<file path="config.mk">
export PLATFORM = sky130hd
export DESIGN_NAME = pc_gen
export DESIGN_NICKNAME = d
export VERILOG_FILES = /design/src/rtl/pc_gen.sv
export SDC_FILE = /design/constraint.sdc
export NUM_CORES = 1
export LEC_CHECK = 0
export CORE_MARGIN = 3
export CORE_UTILIZATION = 25
export DETAILED_ROUTE_END_ITERATION = 10
export SLEW_MARGIN = 0
export SYNTH_ARGS = -nofsm -noshare
export SYNTH_HDL_FRONTEND = slang
export SYNTH_SLANG_ARGS = --single-unit
</file>
<file path="constraint.sdc">
create_clock -name clk -period 7.3 [get_ports clk]
set_input_delay 0.73 -clock clk [delete_from_list [all_inputs] [get_ports clk]]
set_output_delay 0.73 -clock clk [all_outputs]
set_load 0.01 [all_outputs]
</file>
<file path="src/rtl/pc_gen.sv">
// Fetch PC generator: trap/redirect/halt/stall priority with a circular return-address stack.
// State advances on the falling clock edge; all outputs come straight from registers.
module pc_gen #(
    parameter int              XLEN      = 32,
    parameter logic [XLEN-1:0] RESET_VEC = '0,
    parameter int              INC       = 4,
    parameter int              RAS_DEPTH = 4
) (
    input  logic            clk,
    input  logic            rst,
    input  logic            stall,
    input  logic            redirect_valid,
    input  logic [XLEN-1:0] redirect_pc,
    input  logic            trap_valid,
    input  logic [XLEN-1:0] trap_vec,
    input  logic            halt_req,
    input  logic            resume,
    input  logic            push_valid,
    input  logic            pop_valid,
    output logic [XLEN-1:0] pc_out,
    output logic            pc_valid,
    output logic [XLEN-1:0] ras_top,
    output logic            ras_empty,
    output logic            ras_full
);

    localparam int PW = $clog2(RAS_DEPTH);
    localparam int CW = $clog2(RAS_DEPTH + 1);

    typedef enum logic {RUN, HALTED} state_t;

    state_t          state, state_nxt;
    logic [XLEN-1:0] pc, pc_nxt, pc_inc;
    logic [XLEN-1:0] ras_mem [RAS_DEPTH];
    logic [PW-1:0]   wr_ptr, ptr_nxt, top_idx, below_idx, wr_idx;
    logic [CW-1:0]   count, count_nxt;
    logic [XLEN-1:0] top_q, top_nxt;
    logic            empty_q, full_q;
    logic            advance, do_push, do_pop, wr_en;

    // wr_ptr names the next free slot, so the top entry sits one below it.
    assign pc_inc    = pc + XLEN'(INC);
    assign top_idx   = wr_ptr - PW'(1);
    assign below_idx = wr_ptr - PW'(2);
    assign advance   = (state == RUN) && !stall && !trap_valid;
    assign do_push   = advance && push_valid;
    // A redirect overrides the prediction, so the stack is left untouched by a pop then.
    assign do_pop    = advance && !redirect_valid && pop_valid && (count != '0);

    always_comb begin
        state_nxt = state;
        if (trap_valid)
            state_nxt = RUN;
        else if (state == RUN && halt_req)
            state_nxt = HALTED;
        else if (state == HALTED && resume)
            state_nxt = RUN;
    end

    always_comb begin
        pc_nxt = pc_inc;
        if (trap_valid)
            pc_nxt = {trap_vec[XLEN-1:2], 2'b00};
        else if (redirect_valid)
            pc_nxt = {redirect_pc[XLEN-1:2], 2'b00};
        else if (state == HALTED || stall)
            pc_nxt = pc;
        else if (do_pop)
            pc_nxt = ras_mem[top_idx];
    end

    always_comb begin
        ptr_nxt   = wr_ptr;
        count_nxt = count;
        top_nxt   = top_q;
        wr_en     = 1'b0;
        wr_idx    = wr_ptr;
        if (trap_valid) begin
            ptr_nxt   = '0;
            count_nxt = '0;
            top_nxt   = '0;
        end else if (do_push && do_pop) begin
            wr_en   = 1'b1;
            wr_idx  = top_idx;
            top_nxt = pc_inc;
        end else if (do_push) begin
            // When full, the slot at wr_ptr holds the oldest entry and is overwritten.
            wr_en     = 1'b1;
            ptr_nxt   = wr_ptr + PW'(1);
            count_nxt = (count == CW'(RAS_DEPTH)) ? count : count + CW'(1);
            top_nxt   = pc_inc;
        end else if (do_pop) begin
            ptr_nxt   = top_idx;
            count_nxt = count - CW'(1);
            top_nxt   = (count == CW'(1)) ? '0 : ras_mem[below_idx];
        end
    end

    always_ff @(negedge clk) begin
        if (rst) begin
            state   <= RUN;
            pc      <= RESET_VEC;
            wr_ptr  <= '0;
            count   <= '0;
            top_q   <= '0;
            empty_q <= 1'b1;
            full_q  <= 1'b0;
        end else begin
            state   <= state_nxt;
            pc      <= pc_nxt;
            wr_ptr  <= ptr_nxt;
            count   <= count_nxt;
            top_q   <= top_nxt;
            empty_q <= (count_nxt == '0);
            full_q  <= (count_nxt == CW'(RAS_DEPTH));
        end
    end

    always_ff @(negedge clk) begin
        if (!rst && wr_en)
            ras_mem[wr_idx] <= pc_inc;
    end

    assign pc_out    = pc;
    assign pc_valid  = (state == RUN);
    assign ras_top   = top_q;
    assign ras_empty = empty_q;
    assign ras_full  = full_q;

endmodule

</file>
* Word level (Yosys, flattened, before mapping)
Memories as Yosys holds them, arrays and structs flattened.
Index checks and enable logic that the tools add are counted.
** Word-level totals
- Register bits after elaboration :: 72
- RAM bits :: 128
- Bits of input ports :: 73
- Memories :: 1
** Operators by class
- $add $sub $neg :: 6
- Equality and inequality tests :: 4
- Muxes and demuxes :: 24
- Bitwise gates (word level) :: 2
- Reductions and logical operators :: 23
** Memory list
- ras_mem :: depth 4, width 32, read ports 2, clocked after Yosys merged registers in 0, write ports 1, line 34 : logic [XLEN-1:0] ras_mem [RAS_DEPTH];
** Operators by type and width (number)
- $mux W32 :: 8
- $add A32 B3 Y32 const B :: 1
- $mux W3 :: 5
- $logic_and A1 B1 Y1 :: 10
- $mux W2 :: 4
- $mux W1 :: 7
- $eq A3 B3 Y1 const B :: 2
- $reduce_bool A3 Y1 :: 2
- $logic_not A1 Y1 :: 4
- $reduce_bool A2 Y1 :: 2
- $add A3 B1 Y3 const B :: 1
- $eq A3 B1 Y1 const B :: 1
- $logic_not A3 Y1 :: 1
- $ne A3 B3 Y1 const B :: 1
- $reduce_or A3 Y1 :: 1
- $sub A3 B1 Y3 const B :: 1
- $add A2 B1 Y2 const B :: 1
- $not A1 Y1 :: 2
- $reduce_and A2 Y1 :: 1
- $reduce_or A2 Y1 :: 1
- $sub A2 B1 Y2 const B :: 1
- $sub A2 B2 Y2 const B :: 1
- $logic_or A1 B1 Y1 :: 1

* Logic depth before layout (Yosys ltp)
Gate-level depths: netlist (run 1).
- Depth in word-level cells :: 12
- Mapped depth :: 16

==> metrics.cfg, run 1 <==
[yosys]
synth_top_cell_area_share_pct=38.8
synth-warning-count=0
ys_seq_area_share_pct=53.3
synth_top_area_cell=edfxtp_1
synth_top_family_by_area=multiplexers
synth_xor_area_share_pct=2.99
synth-compound-area-share_pct=11.8
synth_most_common_cell=edfxtp_1
synthTopCellsByCount=edfxtp_1, dfxtp_1, mux4_2, a221oi_1, nand2_1
synthAdderAreaFrac_pct=0.884
synthMuxAreaShare_pct=14.6
syn_nets=858
synth-simple-area-share_pct=12.6
yosys_most_used_dff=edfxtp_1
syn_inst=778
yosysUniqueCellTypes=70
synth-async-reset-ratio_pct=0
synth_seq_cells=200
syn_avg_cell_area_um2=12.7
synth_area_um2=9910
synth_edf_count=128
synth.area.top_cells=edfxtp_1, dfxtp_1, mux4_2, a221oi_1, xnor2_1

[global_routing]
grt_pass1_wl_mm=49.7
grt_pass1_vias=8433
overflow=0
grt_start_max_net_pins=64
track_usage_pct=15.8
antenna_found_initial=0

[power]
clkPwrFrac_pct=48.1
p_leak_nw=5.10
p_int_w=0.00205
seqPwrFrac_pct=42.4
swShare_pct=31.9
ir_worst_vdd_mv=0.162
powerDensity_nw_per_um2=226
pwr-share-comb_pct=9.5
p_sw_w=0.000958

[route]
wl_mm=33.7
viasPerCell=5.07
drt_iter0_markers=638
drc=0
route.vias.total=8262
wl_per_cell_um=20.7
drt-pass1-iter-count=5
drtAntennaViolNets=0

[die]
rows=72
initial_core_util_pct=25.5
dieHeight_um=205
die_w_um=205
ioPinCount=140
core_um2=38900
dieArea_um2=42100

[sta]
whs_ps=484
hold_viol_final=0
finClkSkew_ps=21.6
slew_headroom_pct=24.0
worst_slack_ps=716
slew_viol_final=0
worst_pin_slew_ps=1140
final-setup-viol-count=0
rsz0062_at_grt=no

[final_layout]
n_antenna_cell=0
regArea_um2=5290
fin_nets=1178
multi_input_area_um2=4290
design_area_um2=13300
final_cells=1629
drive_above_1_share_pct=13.7
fill_cells=3925
syn2layout_area_growth_pct=34.3

[hold_path]
whs_endpoint=ras_top[1]$_SDFFE_NP0P_
min_from=ras_top[1]$_SDFFE_NP0P_
hold_path.class=flop to flop
whs_path_depth=2

[placed_design]
place_area_um2=11900
gp_congestion=0.817
placed_cells=1398
dp_hpwl_mm=22.1
port_buffers=135
pre_cts_ws_ps=276

[cts]
clkLatencyLatePin_ps=480
clkTransAtPathRegs_ps=30
post_cts_resized=0
postCtsSetupBuffers=0
cts_tree=built
cts.path.max_buffers=2
cts_hold_buf=0
clock_sinks=200
ctsHtreeMaxLevel=4
cts_buffers=17
root_buffer=clkbuf_16

[setup_path]
crit_arrival_ps=3050
r2r_end=ras_top[30]$_SDFFE_NP0P_
critPathMaxFanout=21
cpPeakStageDelay_ps=480
path_cells=clkdlybuf4s50_1, nand2b_4, nor2_8, nand2_4, inv_2, ha_1, nand2_1, or3_1, a21oi_4, buf_4
slowest_stage=clkdlybuf4s50_1
reg2reg_from=pc_out[2]$_SDFFE_NP0P_
reg2reg_depth=7
r2r_slack_ps=4290
required_ps=3770
critPathLaunchType=primary input
critPathCaptureType=flop
worstSetupPathType=primary input to flop

[run]
maxCapViolations=0

[outcome]
status=completed

==> worst max-delay path, delay by kind of cell <==
| kind | cells | cell delay (ps) |
|---|---|---|
| AOI/OAI and AO/OA | 1 | 170 |
| buffers and inverters | 3 | 920 |
| adders and majority gates | 1 | 150 |
| and+or+nand+nor | 5 | 1060 |
==> final cells by class <==
class,instances,area share [%]
sequential,200,39.8
multi-input combinational,494,32.2
timing repair buffer,165,12.1
clock inverter,215,7.27
tap,518,4.87
clock buffer,17,3.20
inverter,20,0.564
==> placed cells by master (no fill, tap or decap), types with 27 or more instances in the layout <==
master           instances
a21oi_1                 33
a221oi_1                53
buf_4                   27
clkdlybuf4s50_1        134
dfxtp_1                 70
edfxtp_1               128
inv_1                  217
mux4_2                  62
nand2_1                 44
nor2_1                  38
nor2b_1                 29
nor3_1                  37
o21ai_0                 27
xnor2_1                 27
==> state kept, by name (all words and copies together) (netlist names), named ones only <==
register	cells
count	3
pc_out	30
ras_empty	1
ras_full	1
ras_mem	128
ras_top	32
state	1
wr_ptr	2
==> through the flow <==
step                      utilization [%]  power [W]  setup TNS (ps)
after floorplan                         -    0.00158          -28260
after global placement               30.6    0.00173               0
after detailed placement             30.6    0.00174               0
after CTS                            34.2    0.00306               0
after global routing                 34.2    0.00320               0
final                                34.2    0.00300               0
==> power by group through the flow <==
stage / clock network, W / logic (W) / registers (W)
3_3_place_gp: 0.000164 / 0.000280 / 0.00129
4_1_cts: 0.00150 / 0.000285 / 0.00127
2_1_floorplan: 0.000164 / 0.000137 / 0.00128
5_1_grt: 0.00163 / 0.000305 / 0.00127
6_report: 0.00145 / 0.000285 / 0.00127
3_5_place_dp: 0.000164 / 0.000282 / 0.00129
==> how the worst max path moves through the flow <==
stage	from	end	slack, ps	cells past startpoint
floorplan	trap_valid	ras_mem[0][0]$_DFFE_NP_	-440	13
global placement	trap_valid	ras_mem[1][22]$_DFFE_NP_	290	10
detailed placement	trap_valid	ras_mem[1][22]$_DFFE_NP_	280	10
CTS	trap_valid	ras_mem[1][3]$_DFFE_NP_	740	10
global route	stall	ras_mem[1][3]$_DFFE_NP_	630	10
finish	trap_valid	ras_mem[1][23]$_DFFE_NP_	720	10
==> routing by layer <==
layer  global-route usage (%)  vias to the layer above  routed length, um
met5                        0                        -                  0
li1                         -                     3702                  -
met1                     19.4                     4070              13600
met2                     25.0                      429              16200
met4                     7.32                        0                908
met3                     5.59                       61               3000
==> kinds of logic after synthesis <==
logic type,count (synthesis)
xor+xnor,33
flops,200
buf+inv,84
simple gates,226
compound gates,161
fa+ha+maj,7
mux,67
No activity file was read; power rests on OpenSTA's default activity.
==> run 2: changes to the inputs <==
PLACE_DENSITY = 0.48   (was unset)
==> run 2 against run 1 <==
Net effect:
- global-route usage is 0.52 points higher
- final area is 0.24% lower
- register-to-register slack worse by 30 ps
- sequential cell count stayed put
- critical path depth stayed put
- sequential share of layout area is 0.094 points higher
- clock skew is 1.1 ps higher
- utilization is 0.080 points lower
- via count is 1.6% lower
- worst setup slack better by 5.9 ps
- power is 2.2% lower
- largest cell class unchanged
==> metrics.cfg, run 2 (same netlist as run 1, synthesis figures left out) <==
[outcome]
status=completed

[setup_path]
critPathLaunchType=primary input
cp_num_cells=10
path_cells=clkdlybuf4s50_1, nand2b_4, nor2_8, nand2_4, inv_2, ha_1, nand2_1, or3_1, a21oi_4, buf_4
crit_family=simple AND/OR/NAND/NOR gates
critPathCaptureType=flop
crit_arrival_ps=3050
slowest_stage=clkdlybuf4s50_1
required_ps=3770
startpoint=trap_valid
reg2reg_from=pc_out[3]$_SDFFE_NP0P_
r2r_end=ras_top[22]$_SDFFE_NP0P_
cpPeakStageDelay_ps=480
critPathMaxFanout=21
r2r_slack_ps=4260
worstSetupPathType=primary input to flop
crit_buf_inv=3
reg2reg_depth=7
endpoint=ras_mem[1][28]$_DFFE_NP_

[die]
dieArea_um2=42100
die_w_um=205
rows=72
core_um2=38900
initial_core_util_pct=25.5
dieHeight_um=205
ioPinCount=140

[global_routing]
grt_start_max_net_pins=45
grt_pass1_vias=8758
antenna_found_initial=0
grt_pass1_wl_mm=51.0
track_usage_pct=16.3
overflow=0

[final_layout]
n_antenna_cell=0
syn2layout_area_growth_pct=33.9
largest_register_ffs=128
largest-register=ras_mem
regArea_um2=5290
multi_input_area_um2=4290
layout_commonest_cell=inv_1
fin_nets=1180
fill_cells=4032
layout_common_cells=inv_1, clkdlybuf4s50_1, edfxtp_1
drive_above_1_share_pct=13.7

[cts]
ctsHtreeMaxLevel=4
post_cts_resized=0
root_buffer=clkbuf_16
postCtsSetupBuffers=0
cts_buffers=17
cts_tree=built
clkLatencyLatePin_ps=490
cts.path.max_buffers=2
cts_hold_buf=0
clkTransAtPathRegs_ps=30
clock_sinks=200

[route]
drt-pass1-iter-count=5
wl_per_cell_um=20.8
wl_mm=34.0
route.vias.total=8130
drt_iter0_markers=591
wl_met3_mm=2.19
drc=0
viasPerCell=4.98
wl_met2_mm=16.3
maxUsedRoutingLayer=met4
wirelength_met1_mm=15.0
drtAntennaViolNets=0

[sta]
whs_ps=486
worst_slack_ps=722
final-setup-viol-count=0
rsz0062_at_grt=no
hold_viol_final=0
slew_headroom_pct=47.5
worst_pin_slew_ps=787
slew_viol_final=0
finClkSkew_ps=22.7

[placed_design]
pre_cts_ws_ps=237
gp_congestion=0.767
dp_hpwl_mm=22.4
port_buffers=135

[power]
ir_worst_vdd_mv=0.124
p_total_w=0.00294
p_leak_nw=5.09
powerDensity_nw_per_um2=221

[hold_path]
hold_path.class=flop to flop

[run]
maxCapViolations=0

-- run 2: power by group --
group / switching, W / internal (W) / total, W / leakage [nW]
clock network: 0.000773 / 0.000609 / 0.00138 / 1.36
logic: 0.000150 / 0.000132 / 0.000281 / 1.95
registers: 0.0000371 / 0.00124 / 0.00128 / 1.78
total: 0.000960 / 0.00198 / 0.00294 / 5.09
-- run 2: layout make-up --
cell class                      count  area share [%]
Sequential cell                   200            39.9
Multi-Input combinational cell    494            32.3
Timing Repair Buffer              167            12.2
Clock inverter                    215            6.94
Tap cell                          518            4.88
Clock buffer                       17            3.20
Inverter                           20           0.565
-- run 2: how the worst min path moves through the flow --
stage	from	to	slack [ps]	cells past startpoint
final	ras_top[2]$_SDFFE_NP0P_	ras_top[2]$_SDFFE_NP0P_	490	2
after CTS	ras_top[2]$_SDFFE_NP0P_	ras_top[2]$_SDFFE_NP0P_	490	2
after global placement	ras_top[2]$_SDFFE_NP0P_	ras_top[2]$_SDFFE_NP0P_	470	2
after floorplan	flop	flop	490	2
after global routing	ras_top[2]$_SDFFE_NP0P_	ras_top[2]$_SDFFE_NP0P_	530	2
after detailed placement	ras_top[1]$_SDFFE_NP0P_	ras_top[1]$_SDFFE_NP0P_	490	2
-- run 2: metrics by stage --
step | util [%] | setup TNS (ps) | std cells | area, um^2
floorplan | - | -28260 | 778 | 9940
global placement | 30.7 | 0 | 1400 | 11900
detailed placement | 30.7 | 0 | 1400 | 11900
CTS | 34.1 | 0 | 1631 | 13300
global route | 34.1 | 0 | 1631 | 13300
finish | 34.1 | 0 | 1631 | 13300
-- run 2: metal layers --
| metal | up-vias | track usage, % |
|---|---|---|
| li1 | 3705 | - |
| met1 | 4123 | 20.8 |
| met2 | 270 | 25.7 |
| met3 | 32 | 5.47 |
| met4 | 0 | 6.39 |
| met5 | - | 0 |
-- run 2: worst register-to-register path, cell delays in order (launching register included) --
cell	delay, ps
dfxtp_1	490
ha_1	320
and4_1	420
and2_0	480
nand4_1	330
xnor2_1	280
a221oi_1	490
nor3_1	90
==> run 3: changes to the inputs <==
CTS_CLUSTER_SIZE = 30   (was unset)
==> results of run 3 <==
Same layout as run 2: the final DEF is identical, and so are final timing and power.
